`src/rtl/edge_frame_packer.sv`:
```
// Edge-frame packer: captures one frame of binary edge pixels on request,
// packs them MSB-first into bytes (zero-padding each line's final byte),
// and streams the bytes out through a small show-ahead FIFO with a
// frame-complete tlast tag.
module edge_frame_packer #(
  parameter int WIDTH      = 8,
  parameter int H_RES      = 172,
  parameter int V_RES      = 240,
  parameter int FIFO_DEPTH = 16
) (
  input  logic             clk,
  input  logic             rstn,
  input  logic             i_capture,
  input  logic             i_vsync,
  input  logic             i_hsync,
  input  logic             i_de,
  input  logic [WIDTH-1:0] i_data,
  output logic [7:0]       o_tdata,
  output logic             o_tvalid,
  input  logic             i_tready,
  output logic             o_tlast,
  output logic             o_busy,
  output logic             o_error
);

  localparam int COL_W = (H_RES > 1) ? $clog2(H_RES) : 1;
  localparam int ROW_W = (V_RES > 1) ? $clog2(V_RES) : 1;
  localparam int PTR_W = (FIFO_DEPTH > 1) ? $clog2(FIFO_DEPTH) : 1;
  localparam int CNT_W = PTR_W + 1;

  typedef enum logic [1:0] {IDLE, ARM, CAPTURE, DRAIN} state_t;

  state_t           state_reg;
  logic [COL_W-1:0] col_reg;
  logic [ROW_W-1:0] row_reg;
  logic [2:0]       bit_cnt_reg;
  logic [7:0]       pack_reg;
  logic             vsync_prev_reg;
  logic             error_reg;
  logic             busy_reg;

  logic [PTR_W-1:0] wr_ptr_reg;
  logic [PTR_W-1:0] rd_ptr_reg;
  logic [CNT_W-1:0] count_reg;
  logic [8:0]       mem [FIFO_DEPTH];

  logic       vsync_rise;
  logic       pix_bit;
  logic       pix_take;
  logic       line_end;
  logic       frame_end;
  logic [7:0] pack_merged;
  logic       push_valid;
  logic       push_last;
  logic       fifo_full;
  logic       fifo_empty;
  logic       pop;
  logic       wr_en;
  logic       overflow;
  logic [8:0] head;

  // Line sync carries no information we need; lower pixel bits are redundant
  // because edge pixels are all-zeros or all-ones.
  logic unused_inputs;
  assign unused_inputs = ^{i_hsync, i_data};

  assign vsync_rise = i_vsync & ~vsync_prev_reg;
  assign pix_bit    = i_data[WIDTH-1];
  // A vsync rise in the same cycle as a pixel wins: the frame is truncated.
  assign pix_take   = (state_reg == CAPTURE) && i_de && !vsync_rise;
  assign line_end   = (col_reg == COL_W'(H_RES - 1));
  assign frame_end  = line_end && (row_reg == ROW_W'(V_RES - 1));

  // Drop the incoming pixel into its slot; bits not yet filled stay zero,
  // which gives the pad bits for a short final byte for free.
  generate
    for (genvar gi = 0; gi < 8; gi++) begin : g_pack
      assign pack_merged[gi] = (bit_cnt_reg == 3'(7 - gi)) ? pix_bit : pack_reg[gi];
    end
  endgenerate

  assign push_valid = pix_take && ((bit_cnt_reg == 3'd7) || line_end);
  assign push_last  = pix_take && frame_end;

  assign fifo_full  = (count_reg == CNT_W'(FIFO_DEPTH));
  assign fifo_empty = (count_reg == '0);
  assign pop        = !fifo_empty && i_tready;
  // A pop in the same cycle frees the slot, so a full FIFO can still accept.
  assign wr_en      = push_valid && (!fifo_full || pop);
  assign overflow   = push_valid && fifo_full && !pop;

  assign head     = mem[rd_ptr_reg];
  assign o_tvalid = !fifo_empty;
  assign o_tdata  = o_tvalid ? head[7:0] : 8'h00;
  assign o_tlast  = o_tvalid & head[8];
  assign o_busy   = busy_reg;
  assign o_error  = error_reg;

  // Capture control FSM with frame/line counters, packer and status flags.
  always_ff @(posedge clk or negedge rstn) begin
    if (!rstn) begin
      state_reg      <= IDLE;
      col_reg        <= '0;
      row_reg        <= '0;
      bit_cnt_reg    <= '0;
      pack_reg       <= '0;
      vsync_prev_reg <= 1'b0;
      error_reg      <= 1'b0;
      busy_reg       <= 1'b0;
    end else begin
      vsync_prev_reg <= i_vsync;
      case (state_reg)
        IDLE: begin
          if (i_capture) begin
            state_reg   <= ARM;
            busy_reg    <= 1'b1;
            error_reg   <= 1'b0;
            col_reg     <= '0;
            row_reg     <= '0;
            bit_cnt_reg <= '0;
            pack_reg    <= '0;
          end
        end
        ARM: begin
          if (vsync_rise) state_reg <= CAPTURE;
        end
        CAPTURE: begin
          if (vsync_rise) begin
            error_reg   <= 1'b1;
            pack_reg    <= '0;
            bit_cnt_reg <= '0;
            state_reg   <= DRAIN;
          end else if (i_de) begin
            if (overflow) error_reg <= 1'b1;
            if (push_valid) begin
              pack_reg    <= '0;
              bit_cnt_reg <= '0;
            end else begin
              pack_reg    <= pack_merged;
              bit_cnt_reg <= bit_cnt_reg + 3'd1;
            end
            if (line_end) begin
              col_reg <= '0;
              row_reg <= row_reg + ROW_W'(1);
              if (frame_end) state_reg <= DRAIN;
            end else begin
              col_reg <= col_reg + COL_W'(1);
            end
          end
        end
        DRAIN: begin
          if (fifo_empty) begin
            state_reg <= IDLE;
            busy_reg  <= 1'b0;
          end
        end
        default: begin
          state_reg <= IDLE;
          busy_reg  <= 1'b0;
        end
      endcase
    end
  end

  // FIFO pointers and occupancy.
  always_ff @(posedge clk or negedge rstn) begin
    if (!rstn) begin
      wr_ptr_reg <= '0;
      rd_ptr_reg <= '0;
      count_reg  <= '0;
    end else begin
      if (wr_en) wr_ptr_reg <= wr_ptr_reg + PTR_W'(1);
      if (pop)   rd_ptr_reg <= rd_ptr_reg + PTR_W'(1);
      case ({wr_en, pop})
        2'b10:   count_reg <= count_reg + CNT_W'(1);
        2'b01:   count_reg <= count_reg - CNT_W'(1);
        default: count_reg <= count_reg;
      endcase
    end
  end

  // FIFO storage: data byte plus tlast tag; contents are don't-care when empty.
  always_ff @(posedge clk) begin
    if (wr_en) mem[wr_ptr_reg] <= {push_last, pack_merged};
  end

endmodule

```
`config.mk`:
```
export PLATFORM = sky130hd
export DESIGN_NAME = edge_frame_packer
export DESIGN_NICKNAME = d
export VERILOG_FILES = /design/src/rtl/edge_frame_packer.sv
export SDC_FILE = /design/constraint.sdc
export NUM_CORES = 1
export LEC_CHECK = 0
export ABC_CLOCK_PERIOD_IN_PS = 3250
export CORE_MARGIN = 4
export CORE_UTILIZATION = 30
export CTS_BUF_LIST = sky130_fd_sc_hd__clkbuf_16
export DETAILED_ROUTE_END_ITERATION = 7
export SLEW_MARGIN = 20
export SYNTH_ARGS = -nofsm -noshare
export SYNTH_HDL_FRONTEND = slang
export SYNTH_SLANG_ARGS = --single-unit
```
`constraint.sdc`:
```
create_clock -name clk -period 3.25 [get_ports clk]
set_input_delay 0.65 -clock clk [delete_from_list [all_inputs] [get_ports clk]]
set_output_delay 0.65 -clock clk [all_outputs]
set_load 0.01 [all_outputs]
```
==> flow_summary.html, run 1 <==
<table>
<tr><th>Metric</th><th>Value</th></tr>
<tr><th colspan="2">Global routing</th></tr>
<tr><td>Remaining Overflow, GRT</td><td>0</td></tr>
<tr><td>Combined global-route utilization of all metal layers</td><td>11.55%</td></tr>
<tr><td>First-pass GRT wire length</td><td>26,850 um</td></tr>
<tr><td>Vias in the first global route</td><td>4,635</td></tr>
<tr><td>Antenna violations before repair</td><td>0</td></tr>
<tr><td>Pin count of the biggest net entering global routing</td><td>46</td></tr>
<tr><th colspan="2">Logic synthesis</th></tr>
<tr><td>Proportion of netlist area held by the largest area contributor</td><td>53.18%</td></tr>
<tr><td>Syn Area/Cell</td><td>16.98 um2</td></tr>
<tr><td>Cell count after synthesis</td><td>479</td></tr>
<tr><td>Mux share of post-synthesis cell area</td><td>13.97%</td></tr>
<tr><td>Post-synth top area cell</td><td>sky130_fd_sc_hd__edfxtp_1</td></tr>
<tr><td>Library cells used by synthesis</td><td>50</td></tr>
<tr><td>XOR/XNOR share of the synthesized area</td><td>2.154%</td></tr>
<tr><td>Post-synthesis sequential element count</td><td>189</td></tr>
<tr><td>Synth Area in Simple Gates</td><td>7.786%</td></tr>
<tr><td>Netlist Area Pre-Place</td><td>8132 um2</td></tr>
<tr><td>Sequential cell area fraction in the yosys report</td><td>67.03%</td></tr>
<tr><td>Async set-reset flop share out of synthesis</td><td>23.81%</td></tr>
<tr><td>Compound-gate portion of the synthesized area</td><td>3.893%</td></tr>
<tr><td>Dominant combinational cell family by area after synthesis</td><td>multiplexers</td></tr>
<tr><td>Adder-cell area share of the yosys netlist</td><td>3.477%</td></tr>
<tr><td>EDFF count, synth</td><td>144</td></tr>
<tr><td>Yosys warning total</td><td>0</td></tr>
<tr><td>Dominant register cell in the synthesized netlist</td><td>sky130_fd_sc_hd__edfxtp_1</td></tr>
<tr><td>Main area contributors after synthesis</td><td>sky130_fd_sc_hd__edfxtp_1 (53%), sky130_fd_sc_hd__dfrtp_1 (14%), sky130_fd_sc_hd__mux4_2 (12%)</td></tr>
<tr><td>Net count after synthesis</td><td>516</td></tr>
<tr><th colspan="2">Pwr</th></tr>
<tr><td>Pwr/cell area</td><td>735.1 nW/um2</td></tr>
<tr><td>Leakage power total</td><td>3.537 nW</td></tr>
<tr><td>Worst supply voltage drop on vdd</td><td>382.4 uV</td></tr>
<tr><td>Final Power</td><td>7.141 mW</td></tr>
<tr><th colspan="2">Die</th></tr>
<tr><td>Die Wd</td><td>172.6 um</td></tr>
<tr><td>Vertical die dimension</td><td>172.6 um</td></tr>
<tr><td>Top Ports</td><td>27</td></tr>
<tr><td>Core area</td><td>26,350 um2</td></tr>
<tr><td>Die ar.</td><td>29,800 um2</td></tr>
<tr><td>Row count</td><td>59</td></tr>
<tr><td>Effective utilization at floorplan</td><td>30.86%</td></tr>
<tr><th colspan="2">Worst setup path</th></tr>
<tr><td>Start of the worst register-to-register path</td><td>state_reg[0]</td></tr>
<tr><td>Cells on worst reg2reg path</td><td>8</td></tr>
<tr><td>Maximum fanout along the worst path</td><td>5</td></tr>
<tr><td>Kind of launch point of the worst setup path</td><td>register</td></tr>
<tr><td>Category of the worst setup path capture point</td><td>output pin</td></tr>
<tr><td>Critical Setup Path Class</td><td>register to output pin</td></tr>
<tr><td>End of the worst register-to-register path</td><td>mem[0][0]</td></tr>
<tr><td>Critical path required time</td><td>2600 ps</td></tr>
<tr><td>Crit path arrival time</td><td>2460 ps</td></tr>
<tr><td>Reg2reg setup slack</td><td>470 ps</td></tr>
<tr><th colspan="2">Clock network</th></tr>
<tr><td>Clk slew on worst S/H paths</td><td>70 ps</td></tr>
<tr><td>Number of buffers added by the clock tree synthesis step</td><td>17</td></tr>
<tr><td>Skew-Pair Late Insertion Delay</td><td>430 ps</td></tr>
<tr><td>Longest Clk Path Bufs</td><td>2</td></tr>
<tr><td>Cell chosen for the clock root</td><td>sky130_fd_sc_hd__clkbuf_16</td></tr>
<tr><td>Clock tree sinks</td><td>189</td></tr>
<tr><td>CTS tree</td><td>done</td></tr>
<tr><td>Number of H-tree levels</td><td>4</td></tr>
<tr><th colspan="2">Cells and area</th></tr>
<tr><td>Max FFs per register</td><td>144</td></tr>
<tr><td>Highest-count cells in the layout ignoring fill and taps</td><td>sky130_fd_sc_hd__edfxtp_1 (144), sky130_fd_sc_hd__mux4_2 (45), sky130_fd_sc_hd__dfrtp_1 (44), sky130_fd_sc_hd__nand2_1 (29), sky130_fd_sc_hd__buf_4 (28)</td></tr>
<tr><td>Top reg by flops</td><td>mem</td></tr>
<tr><td>Number of diodes added for antenna fixing</td><td>0</td></tr>
<tr><td>Most common library cell in the layout ignoring fill and taps</td><td>sky130_fd_sc_hd__edfxtp_1</td></tr>
<tr><td>Final cell count without fillers</td><td>888</td></tr>
<tr><td>Layout overhead on the synthesized area</td><td>19.46%</td></tr>
<tr><td>Fraction of layout cells with a size suffix above 1</td><td>26.58%</td></tr>
<tr><td>Layout net count</td><td>578</td></tr>
<tr><th colspan="2">Timing</th></tr>
<tr><td>Highest attainable clock frequency</td><td>0.3212 GHz</td></tr>
<tr><td>Hold violation total from the final report</td><td>0</td></tr>
<tr><td>Post-Route Hold Slack</td><td>213.6 ps</td></tr>
<tr><td>Post-route fraction of the period consumed by the critical path</td><td>95.80%</td></tr>
<tr><td>Time the final worst path needs with I/O delays and setup</td><td>3113 ps</td></tr>
<tr><td>Final Max Tran Viols</td><td>0</td></tr>
<tr><td>Post-Route Skew</td><td>14.90 ps</td></tr>
<tr><td>Setup repair after global routing missed its margin</td><td>no</td></tr>
<tr><td>Number of failing setup endpoints in the final timing report</td><td>0</td></tr>
<tr><td>Slew at the pin closest to its max-slew limit</td><td>688.5 ps</td></tr>
<tr><td>Max_slew headroom</td><td>53.93%</td></tr>
<tr><td>Minimum setup slack in the final design</td><td>136.6 ps</td></tr>
<tr><th colspan="2">Detailed routing</th></tr>
<tr><td>Routed length per placed instance</td><td>18.98 um</td></tr>
<tr><td>Number of antenna-violating nets in the routed design</td><td>0</td></tr>
<tr><td>Drt drc</td><td>0</td></tr>
<tr><td>Final WL</td><td>16,850 um</td></tr>
<tr><td>Initial DRC Count</td><td>331</td></tr>
<tr><td>Vias post-DR</td><td>4,383</td></tr>
<tr><td>Average vias per placed instance</td><td>4.936</td></tr>
<tr><td>Count of TritonRoute iterations in the first routing pass</td><td>6</td></tr>
<tr><th colspan="2">Job</th></tr>
<tr><td>Max Cap Violations</td><td>0</td></tr>
<tr><th colspan="2">Placed design</th></tr>
<tr><td>Total of buffers placed on input and output ports</td><td>18</td></tr>
<tr><td>Detail Placement HPWL</td><td>10,570 um</td></tr>
<tr><td>RD Place Congestion</td><td>0.7738</td></tr>
<tr><td>Pre-CTS setup slack</td><td>188.6 ps</td></tr>
<tr><td>Total placed cells including tap cells</td><td>844</td></tr>
<tr><th colspan="2">Hold path</th></tr>
<tr><td>Classification of the worst-slack hold path</td><td>input port to asynchronous set/reset pin</td></tr>
<tr><th colspan="2">Status</th></tr>
<tr><td>Run status</td><td>finished clean</td></tr>
</table>
==> synth_stat cells (4+ instances only) <==
library cell / number
sky130_fd_sc_hd__a32o_1: 9
sky130_fd_sc_hd__a21oi_1: 5
sky130_fd_sc_hd__dfrtp_1: 45
sky130_fd_sc_hd__clkbuf_1: 7
sky130_fd_sc_hd__nor4_1: 7
sky130_fd_sc_hd__ha_1: 21
sky130_fd_sc_hd__nand3_1: 9
sky130_fd_sc_hd__inv_1: 15
sky130_fd_sc_hd__and2_1: 22
sky130_fd_sc_hd__mux4_2: 45
sky130_fd_sc_hd__nor2_1: 25
sky130_fd_sc_hd__edfxtp_1: 144
sky130_fd_sc_hd__nand2_1: 29
sky130_fd_sc_hd__xnor2_1: 15
sky130_fd_sc_hd__xor2_1: 5
sky130_fd_sc_hd__o21ai_0: 11
sky130_fd_sc_hd__nand4_1: 4
sky130_fd_sc_hd__mux2_2: 10
==> metal layers <==
layer	GRT usage [%]	vias up	part of all wire, %
li1	-	1992	-
met1	15.54	2286	46
met2	18.99	94	50
met3	2.948	11	4.1
met4	2.695	0	0.81
met5	0	-	0
==> power by group <==
part	leakage [nW]	total [mW]	internal, mW	switching [mW]
Sequential	1.97	2.88	2.74	0.147
Combinational	1.28	2.17	1.16	1.02
Clock	0.287	2.08	1.15	0.934
==> worst max-delay path by stage <==
| stage | start | end | slack (ps) |
|---|---|---|---|
| floorplan | rd_ptr_reg[0] | o_tdata[0] | 530 |
| global placement | i_tready | count_reg[4] | 250 |
| detailed placement | i_de | mem[0][1] | 190 |
| CTS | rd_ptr_reg[0] | o_tdata[2] | -80 |
| global route | rd_ptr_reg[0] | o_tdata[1] | 50 |
| finish | rd_ptr_reg[0] | o_tdata[0] | 140 |
==> final cells by class <==
cell class                      count  area, um2
Clock inverter                     14      165.2
Tap cell                          335      419.2
Inverter                           15      56.30
Fill cell                        2390      16640
Timing Repair Buffer               59      645.6
Clock buffer                       17      425.4
Sequential cell                   189       5451
Multi-Input combinational cell    259       2551
==> stage by stage <==
stage | cell area [um2] | utilization (%) | TNS (ps)
final | 9714 | 36.86 | 0
after global routing | 9714 | 36.86 | 0
after CTS | 9704 | 36.82 | -133.5
after detailed placement | 8944 | 33.94 | 0
after global placement | 8944 | 33.94 | 0
after floorplan | 8132 | - | 0
==> logic make-up (layout without fill, tap and decap cells) <==
group                    count (synthesis)  after routing
AO/OA/AOI/OAI                           43             43
XOR/XNOR                                20             20
adder cells (fa/ha/maj)                 22             22
buffers and inverters                   31            105
flip-flops                             189            189
multiplexers                            56             56
AND/OR/NAND/NOR                        118            118
==> worst max-delay path: stages (launching register included) <==
cell and delay [ps]:
sky130_fd_sc_hd__dfrtp_2 370, sky130_fd_sc_hd__buf_6 130, sky130_fd_sc_hd__clkbuf_16 150, sky130_fd_sc_hd__mux4_2 500
sky130_fd_sc_hd__mux4_2 490, sky130_fd_sc_hd__and2_4 180, sky130_fd_sc_hd__clkdlybuf4s15_2 220
==> timing repair <==
item,CTS,global route
setup buffers,9,2
cloned,2,1
hold buffers,0,0
gates resized for setup,31,10
pin swaps,1,0
setup endpoints to repair,9,6
Note: power is estimated with default switching activity, not from simulation.
==> run 2, diff against run 1 <==
- GPL_ROUTABILITY_DRIVEN: not set -> 0
- GPL_TIMING_DRIVEN: not set -> 0
==> run 2 against run 1 <==
- setup slack lost 75 ps
- total power is 0.25% higher
- critical path depth did not move
- first-iteration DRC count decreased by 21%
- combinational power about the same
- sequential share of layout area increased by 1.2 points
- flip-flop and latch count is the same
- count of clock-buffer cells in the layout did not move
- largest power group unchanged
==> flow_summary.html, run 2 (synthesis gave the netlist of run 1 again) <==
<table>
<tr><th>Metric</th><th>Value</th></tr>
<tr><th colspan="2">Status</th></tr>
<tr><td>Run status</td><td>finished clean</td></tr>
<tr><th colspan="2">Timing</th></tr>
<tr><td>Post-Route Skew</td><td>13.83 ps</td></tr>
<tr><td>Setup repair after global routing missed its margin</td><td>yes</td></tr>
<tr><td>Post-route fraction of the period consumed by the critical path</td><td>98.11%</td></tr>
<tr><td>Max_slew headroom</td><td>26.05%</td></tr>
<tr><td>Number of failing setup endpoints in the final timing report</td><td>0</td></tr>
<tr><td>Highest attainable clock frequency</td><td>0.3136 GHz</td></tr>
<tr><td>Final Max Tran Viols</td><td>0</td></tr>
<tr><td>Time the final worst path needs with I/O delays and setup</td><td>3189 ps</td></tr>
<tr><td>Hold violation total from the final report</td><td>0</td></tr>
<tr><td>Slew at the pin closest to its max-slew limit</td><td>1105 ps</td></tr>
<tr><td>Minimum setup slack in the final design</td><td>61.29 ps</td></tr>
<tr><th colspan="2">Clock network</th></tr>
<tr><td>Clock tree sinks</td><td>189</td></tr>
<tr><td>Number of H-tree levels</td><td>4</td></tr>
<tr><td>Cell chosen for the clock root</td><td>sky130_fd_sc_hd__clkbuf_16</td></tr>
<tr><td>Clk slew on worst S/H paths</td><td>80 ps</td></tr>
<tr><td>Longest Clk Path Bufs</td><td>2</td></tr>
<tr><td>Skew-Pair Late Insertion Delay</td><td>440 ps</td></tr>
<tr><td>Count of hold-fix buffers inserted at cts</td><td>0</td></tr>
<tr><td>Number of buffers added by the clock tree synthesis step</td><td>17</td></tr>
<tr><td>CTS tree</td><td>done</td></tr>
<tr><th colspan="2">Global routing</th></tr>
<tr><td>Pin count of the biggest net entering global routing</td><td>33</td></tr>
<tr><td>Remaining Overflow, GRT</td><td>0</td></tr>
<tr><td>First-pass GRT wire length</td><td>26,050 um</td></tr>
<tr><td>Vias in the first global route</td><td>4,495</td></tr>
<tr><td>Antenna violations before repair</td><td>0</td></tr>
<tr><td>Combined global-route utilization of all metal layers</td><td>11.39%</td></tr>
<tr><th colspan="2">Cells and area</th></tr>
<tr><td>Number of diodes added for antenna fixing</td><td>0</td></tr>
<tr><td>Filler Cells Inserted</td><td>2,415</td></tr>
<tr><td>Most common library cell in the layout ignoring fill and taps</td><td>sky130_fd_sc_hd__edfxtp_1</td></tr>
<tr><td>Highest-count cells in the layout ignoring fill and taps</td><td>sky130_fd_sc_hd__edfxtp_1 (144), sky130_fd_sc_hd__mux4_2 (45), sky130_fd_sc_hd__dfrtp_1 (44), sky130_fd_sc_hd__nand2_1 (29), sky130_fd_sc_hd__nor2_1 (25)</td></tr>
<tr><td>Top reg by flops</td><td>mem</td></tr>
<tr><td>Layout overhead on the synthesized area</td><td>17.00%</td></tr>
<tr><td>Area of all placed cells without fillers</td><td>9514 um2</td></tr>
<tr><td>Layout net count</td><td>560</td></tr>
<tr><td>Max FFs per register</td><td>144</td></tr>
<tr><td>Fraction of layout cells with a size suffix above 1</td><td>24.07%</td></tr>
<tr><th colspan="2">Worst setup path</th></tr>
<tr><td>Crit path arrival time</td><td>2540 ps</td></tr>
<tr><td>Category of the worst setup path capture point</td><td>output pin</td></tr>
<tr><td>Kind of launch point of the worst setup path</td><td>register</td></tr>
<tr><td>Critical path required time</td><td>2600 ps</td></tr>
<tr><td>Critical Setup Path Class</td><td>register to output pin</td></tr>
<tr><td>Maximum fanout along the worst path</td><td>6</td></tr>
<tr><th colspan="2">Placed design</th></tr>
<tr><td>Area post-placement</td><td>8746 um2</td></tr>
<tr><td>Pre-CTS setup slack</td><td>-547.7 ps</td></tr>
<tr><td>Detail Placement HPWL</td><td>10,900 um</td></tr>
<tr><td>Total of buffers placed on input and output ports</td><td>18</td></tr>
<tr><th colspan="2">Die</th></tr>
<tr><td>Top Ports</td><td>27</td></tr>
<tr><td>Vertical die dimension</td><td>172.6 um</td></tr>
<tr><td>Row count</td><td>59</td></tr>
<tr><td>Core area</td><td>26,350 um2</td></tr>
<tr><td>Effective utilization at floorplan</td><td>30.86%</td></tr>
<tr><td>Die ar.</td><td>29,800 um2</td></tr>
<tr><td>Die Wd</td><td>172.6 um</td></tr>
<tr><th colspan="2">Detailed routing</th></tr>
<tr><td>Drt drc</td><td>0</td></tr>
<tr><td>Count of TritonRoute iterations in the first routing pass</td><td>4</td></tr>
<tr><td>Routed length per placed instance</td><td>19.13 um</td></tr>
<tr><td>Initial DRC Count</td><td>263</td></tr>
<tr><td>Number of antenna-violating nets in the routed design</td><td>0</td></tr>
<tr><td>Wl on met1</td><td>7289 um</td></tr>
<tr><td>Vias post-DR</td><td>4,317</td></tr>
<tr><td>Met3 layer wire length in the routed design</td><td>723 um</td></tr>
<tr><td>Average vias per placed instance</td><td>4.956</td></tr>
<tr><td>Uppermost routed layer</td><td>met4</td></tr>
<tr><td>Final WL</td><td>16,660 um</td></tr>
<tr><td>Metal2 WL</td><td>8499 um</td></tr>
<tr><th colspan="2">Pwr</th></tr>
<tr><td>Worst supply voltage drop on vdd</td><td>374.9 uV</td></tr>
<tr><td>Leakage power total</td><td>3.425 nW</td></tr>
<tr><td>Pwr/cell area</td><td>752.4 nW/um2</td></tr>
<tr><td>Final Power</td><td>7.158 mW</td></tr>
<tr><th colspan="2">Job</th></tr>
<tr><td>Max Cap Violations</td><td>0</td></tr>
<tr><th colspan="2">Hold path</th></tr>
<tr><td>Classification of the worst-slack hold path</td><td>input port to asynchronous set/reset pin</td></tr>
</table>
==> run 2: metal layers <==
layer / GRT usage, % / vias up
li1: - / 1955
met1: 14.90 / 2272
met2: 19.22 / 76
met3: 2.969 / 14
met4: 2.595 / 0
met5: 0 / -
==> run 2: metrics by stage <==
stage / setup TNS (ps) / cells / hold slack, ps / utilization (%)
after floorplan: 0 / 479 / 354.4 / -
after detailed placement: -16000 / 833 / 479.7 / 33.19
after CTS: -28.02 / 868 / 106.3 / 35.90
after global routing: -658.5 / 871 / 112.9 / 36.10
final: 0 / 871 / 113.2 / 36.10
after global placement: -7776 / 832 / 470.6 / 33.13
==> run 2: timing repair <==
action                                  in CTS  in global routing
buffers inserted                             3                  1
endpoints found under the setup margin       9                 67
pin swaps                                    0                  0
gates cloned                                 0                  2
resized for setup                           45                 18
==> run 2: worst paths after layout <==
path                                      end  slack (ps)     startpoint  cells after the start
worst min-delay path               row_reg[4]         110           rstn                      1
worst min register to register    pack_reg[5]         490    pack_reg[5]                      1
max in group asynchronous       rd_ptr_reg[0]        2610           rstn                      2
worst max-delay path                  o_tlast          60  rd_ptr_reg[0]                      6
min in group clk                  pack_reg[5]         490    pack_reg[5]                      1
worst max register to register      mem[9][4]         190   state_reg[0]                      7
==> run 2: cell type report <==
| cell class | count | area, um2 | share of cell area, % |
|---|---|---|---|
| flip-flops and latches | 189 | 5451 | 57.30 |
| clock inverters | 15 | 191.4 | 2.012 |
| plain buffers | 16 | 163.9 | 1.723 |
| repair buffers | 25 | 251.5 | 2.643 |
| well taps | 335 | 419.2 | 4.406 |
| clock buffers | 17 | 425.4 | 4.471 |
| inverters | 15 | 56.30 | 0.5918 |
| multi-input cells | 259 | 2555 | 26.85 |
==> run 2: worst max-delay path, cell delays in order, from the launching register on <==
cell and delay [ps]:
sky130_fd_sc_hd__dfrtp_2 430, sky130_fd_sc_hd__buf_12 160, sky130_fd_sc_hd__buf_12 130, sky130_fd_sc_hd__mux4_2 500
sky130_fd_sc_hd__mux4_2 490, sky130_fd_sc_hd__and2_1 170, sky130_fd_sc_hd__clkdlybuf4s15_1 220
==> run 2: power by group <==
part	switching (mW)	total, mW	internal (mW)
sequential	0.126	2.86	2.74
clock	1.00	2.12	1.12
combinational	1.09	2.18	1.09
total	2.22	7.16	4.94
==> run 3, diff against run 2 <==
- TNS_END_PERCENT: not set -> 50
==> run 3 against run 2 <==
- routed wire length grew 0.31%
- non-clock buffer count is the same
- register-to-register slack is essentially flat
- critical endpoint unchanged
- largest cell class unchanged
- highest routed layer unchanged
==> flow_summary.html, run 3 (synthesis gave the netlist of run 1 again) <==
<table>
<tr><th>Metric</th><th>Value</th></tr>
<tr><th colspan="2">Timing</th></tr>
<tr><td>Final Max Tran Viols</td><td>0</td></tr>
<tr><td>Max_slew headroom</td><td>28.37%</td></tr>
<tr><td>Slew at the pin closest to its max-slew limit</td><td>1071 ps</td></tr>
<tr><td>Post-Route Skew</td><td>13.56 ps</td></tr>
<tr><td>Hold violation total from the final report</td><td>0</td></tr>
<tr><td>Number of failing setup endpoints in the final timing report</td><td>0</td></tr>
<tr><td>Highest attainable clock frequency</td><td>0.3131 GHz</td></tr>
<tr><td>Post-route fraction of the period consumed by the critical path</td><td>98.27%</td></tr>
<tr><td>Minimum setup slack in the final design</td><td>56.34 ps</td></tr>
<tr><td>Setup repair after global routing missed its margin</td><td>yes</td></tr>
<tr><td>Time the final worst path needs with I/O delays and setup</td><td>3194 ps</td></tr>
<tr><th colspan="2">Placed design</th></tr>
<tr><td>Total placed cells including tap cells</td><td>833</td></tr>
<tr><td>Pre-CTS setup slack</td><td>-547.7 ps</td></tr>
<tr><td>Total of buffers placed on input and output ports</td><td>18</td></tr>
<tr><td>Detail Placement HPWL</td><td>10,900 um</td></tr>
<tr><th colspan="2">Cells and area</th></tr>
<tr><td>Fraction of layout cells with a size suffix above 1</td><td>24.07%</td></tr>
<tr><td>Layout overhead on the synthesized area</td><td>16.94%</td></tr>
<tr><td>Top reg by flops</td><td>mem</td></tr>
<tr><td>Filler Cells Inserted</td><td>2,415</td></tr>
<tr><td>Max FFs per register</td><td>144</td></tr>
<tr><td>Layout net count</td><td>560</td></tr>
<tr><td>Final cell count without fillers</td><td>871</td></tr>
<tr><td>Number of diodes added for antenna fixing</td><td>0</td></tr>
<tr><td>Area occupied by multi-input gates</td><td>2555 um2</td></tr>
<tr><td>Sequential standard cell area</td><td>5451 um2</td></tr>
<tr><td>Highest-count cells in the layout ignoring fill and taps</td><td>sky130_fd_sc_hd__edfxtp_1 (144), sky130_fd_sc_hd__mux4_2 (45), sky130_fd_sc_hd__dfrtp_1 (44), sky130_fd_sc_hd__nand2_1 (29), sky130_fd_sc_hd__nor2_1 (25)</td></tr>
<tr><td>Most common library cell in the layout ignoring fill and taps</td><td>sky130_fd_sc_hd__edfxtp_1</td></tr>
<tr><th colspan="2">Detailed routing</th></tr>
<tr><td>Routed length per placed instance</td><td>19.19 um</td></tr>
<tr><td>Count of TritonRoute iterations in the first routing pass</td><td>4</td></tr>
<tr><td>Initial DRC Count</td><td>259</td></tr>
<tr><td>Vias post-DR</td><td>4,299</td></tr>
<tr><td>Drt drc</td><td>0</td></tr>
<tr><td>Average vias per placed instance</td><td>4.936</td></tr>
<tr><td>Number of antenna-violating nets in the routed design</td><td>0</td></tr>
<tr><td>Final WL</td><td>16,720 um</td></tr>
<tr><th colspan="2">Die</th></tr>
<tr><td>Die ar.</td><td>29,800 um2</td></tr>
<tr><td>Top Ports</td><td>27</td></tr>
<tr><td>Vertical die dimension</td><td>172.6 um</td></tr>
<tr><td>Die Wd</td><td>172.6 um</td></tr>
<tr><td>Row count</td><td>59</td></tr>
<tr><td>Core area</td><td>26,350 um2</td></tr>
<tr><td>Effective utilization at floorplan</td><td>30.86%</td></tr>
<tr><th colspan="2">Global routing</th></tr>
<tr><td>Met1 capacity usage during global routing</td><td>14.87%</td></tr>
<tr><td>Combined global-route utilization of all metal layers</td><td>11.41%</td></tr>
<tr><td>First-pass GRT wire length</td><td>26,080 um</td></tr>
<tr><td>Global-route met3 utilization</td><td>2.969%</td></tr>
<tr><td>GR peak layer</td><td>met2</td></tr>
<tr><td>Vias in the first global route</td><td>4,489</td></tr>
<tr><td>Remaining Overflow, GRT</td><td>0</td></tr>
<tr><td>Pin count of the biggest net entering global routing</td><td>33</td></tr>
<tr><td>Antenna violations before repair</td><td>0</td></tr>
<tr><td>Met2 capacity usage during global routing</td><td>19.32%</td></tr>
<tr><th colspan="2">Worst setup path</th></tr>
<tr><td>End of the worst register-to-register path</td><td>mem[9][4]</td></tr>
<tr><td>Critical Setup Path Class</td><td>register to output pin</td></tr>
<tr><td>Start of the worst register-to-register path</td><td>state_reg[0]</td></tr>
<tr><td>Crit path buffers/inverters</td><td>3</td></tr>
<tr><td>Critical path required time</td><td>2600 ps</td></tr>
<tr><td>Category of the worst setup path capture point</td><td>output pin</td></tr>
<tr><td>Maximum fanout along the worst path</td><td>6</td></tr>
<tr><td>Slowest cell delay on critical path</td><td>500 ps</td></tr>
<tr><td>Crit path arrival time</td><td>2540 ps</td></tr>
<tr><td>Worst path top cell family by delay</td><td>multiplexers</td></tr>
<tr><td>Cells on worst reg2reg path</td><td>7</td></tr>
<tr><td>Worst-path cell with the longest stage delay</td><td>sky130_fd_sc_hd__mux4_2</td></tr>
<tr><td>Cells traversed along the worst timing path</td><td>buf_12 -&gt; buf_12 -&gt; mux4_2 -&gt; mux4_2 -&gt; and2_1 -&gt; clkdlybuf4s15_1</td></tr>
<tr><td>Kind of launch point of the worst setup path</td><td>register</td></tr>
<tr><td>Reg2reg setup slack</td><td>180 ps</td></tr>
<tr><th colspan="2">Job</th></tr>
<tr><td>Max Cap Violations</td><td>0</td></tr>
<tr><th colspan="2">Clock network</th></tr>
<tr><td>Cell chosen for the clock root</td><td>sky130_fd_sc_hd__clkbuf_16</td></tr>
<tr><td>Count of hold-fix buffers inserted at cts</td><td>0</td></tr>
<tr><td>Number of H-tree levels</td><td>4</td></tr>
<tr><td>Number of buffers added by the clock tree synthesis step</td><td>17</td></tr>
<tr><td>Clock tree sinks</td><td>189</td></tr>
<tr><td>CTS tree</td><td>done</td></tr>
<tr><td>Longest Clk Path Bufs</td><td>2</td></tr>
<tr><td>Skew-Pair Late Insertion Delay</td><td>430 ps</td></tr>
<tr><td>Clk slew on worst S/H paths</td><td>80 ps</td></tr>
<tr><th colspan="2">Pwr</th></tr>
<tr><td>Pwr/cell area</td><td>752.4 nW/um2</td></tr>
<tr><td>Leakage power total</td><td>3.423 nW</td></tr>
<tr><td>Worst supply voltage drop on vdd</td><td>375.3 uV</td></tr>
<tr><th colspan="2">Hold path</th></tr>
<tr><td>Classification of the worst-slack hold path</td><td>input port to asynchronous set/reset pin</td></tr>
<tr><th colspan="2">Status</th></tr>
<tr><td>Run status</td><td>finished clean</td></tr>
</table>
run 3: cell counts in the layout (fill, tap and decap cells not counted):
Identical to the previous run, type by type.
run 3: worst reg2reg max path: cells and delay by family, from the launching register on:
family / cells / cell delay [ps]
AND/OR/NAND/NOR: 4 / 1700
buffers and inverters: 2 / 370
flip-flops: 1 / 420
adder cells (fa/ha/maj): 1 / 210
run 3: power breakdown:
part / internal (mW) / switching (mW) / total (mW)
registers: 2.74 / 0.126 / 2.86
logic: 1.08 / 1.09 / 2.17
clock network: 1.12 / 1.00 / 2.12
total: 4.94 / 2.22 / 7.15
run 3: worst max path at each step:
stage	start	endpoint	cells past startpoint
floorplan	rd_ptr_reg[0]	o_tdata[0]	4
global placement	rd_ptr_reg[1]	o_tdata[3]	6
detailed placement	rd_ptr_reg[1]	o_tdata[3]	6
CTS	rd_ptr_reg[0]	o_tdata[3]	6
global route	state_reg[0]	mem[9][3]	7
finish	rd_ptr_reg[0]	o_tlast	6
run 3: area by class of cell:
| class | count | area share, % |
|---|---|---|
| Sequential cell | 189 | 57.33 |
| Inverter | 15 | 0.5921 |
| Clock buffer | 17 | 4.474 |
| Buffer | 16 | 1.724 |
| Timing Repair Buffer | 25 | 2.592 |
| Clock inverter | 15 | 2.013 |
| Multi-Input combinational cell | 259 | 26.87 |
| Tap cell | 335 | 4.408 |
run 3: metrics by stage:
stage | TNS [ps] | instance area [um2] | util [%] | hold WS [ps] | power [mW]
after floorplan | 0 | 8132 | - | 354.4 | 4.279
after global placement | -7776 | 8731 | 33.13 | 470.6 | 4.841
after detailed placement | -16000 | 8746 | 33.19 | 479.7 | 4.931
after CTS | -28.02 | 9460 | 35.90 | 106.3 | 7.148
after global routing | -660.1 | 9509 | 36.08 | 112.9 | 7.534
final | 0 | 9509 | 36.08 | 114.1 | 7.155
run 3: per-layer routing:
| layer | share of wire, % | up-vias |
|---|---|---|
| met3 | 4.3 | 11 |
| met4 | 0.81 | 0 |
| met2 | 51 | 82 |
| met5 | 0 | - |
| li1 | - | 1956 |
| met1 | 44 | 2250 |
run 3: timing repair:
action                                  in CTS  in global routing
endpoints found under the setup margin       9                 67
hold endpoints to repair                     0                  0
gates resized for setup                     45                 17
buffers inserted                             3                  1
cloned                                       0                  2
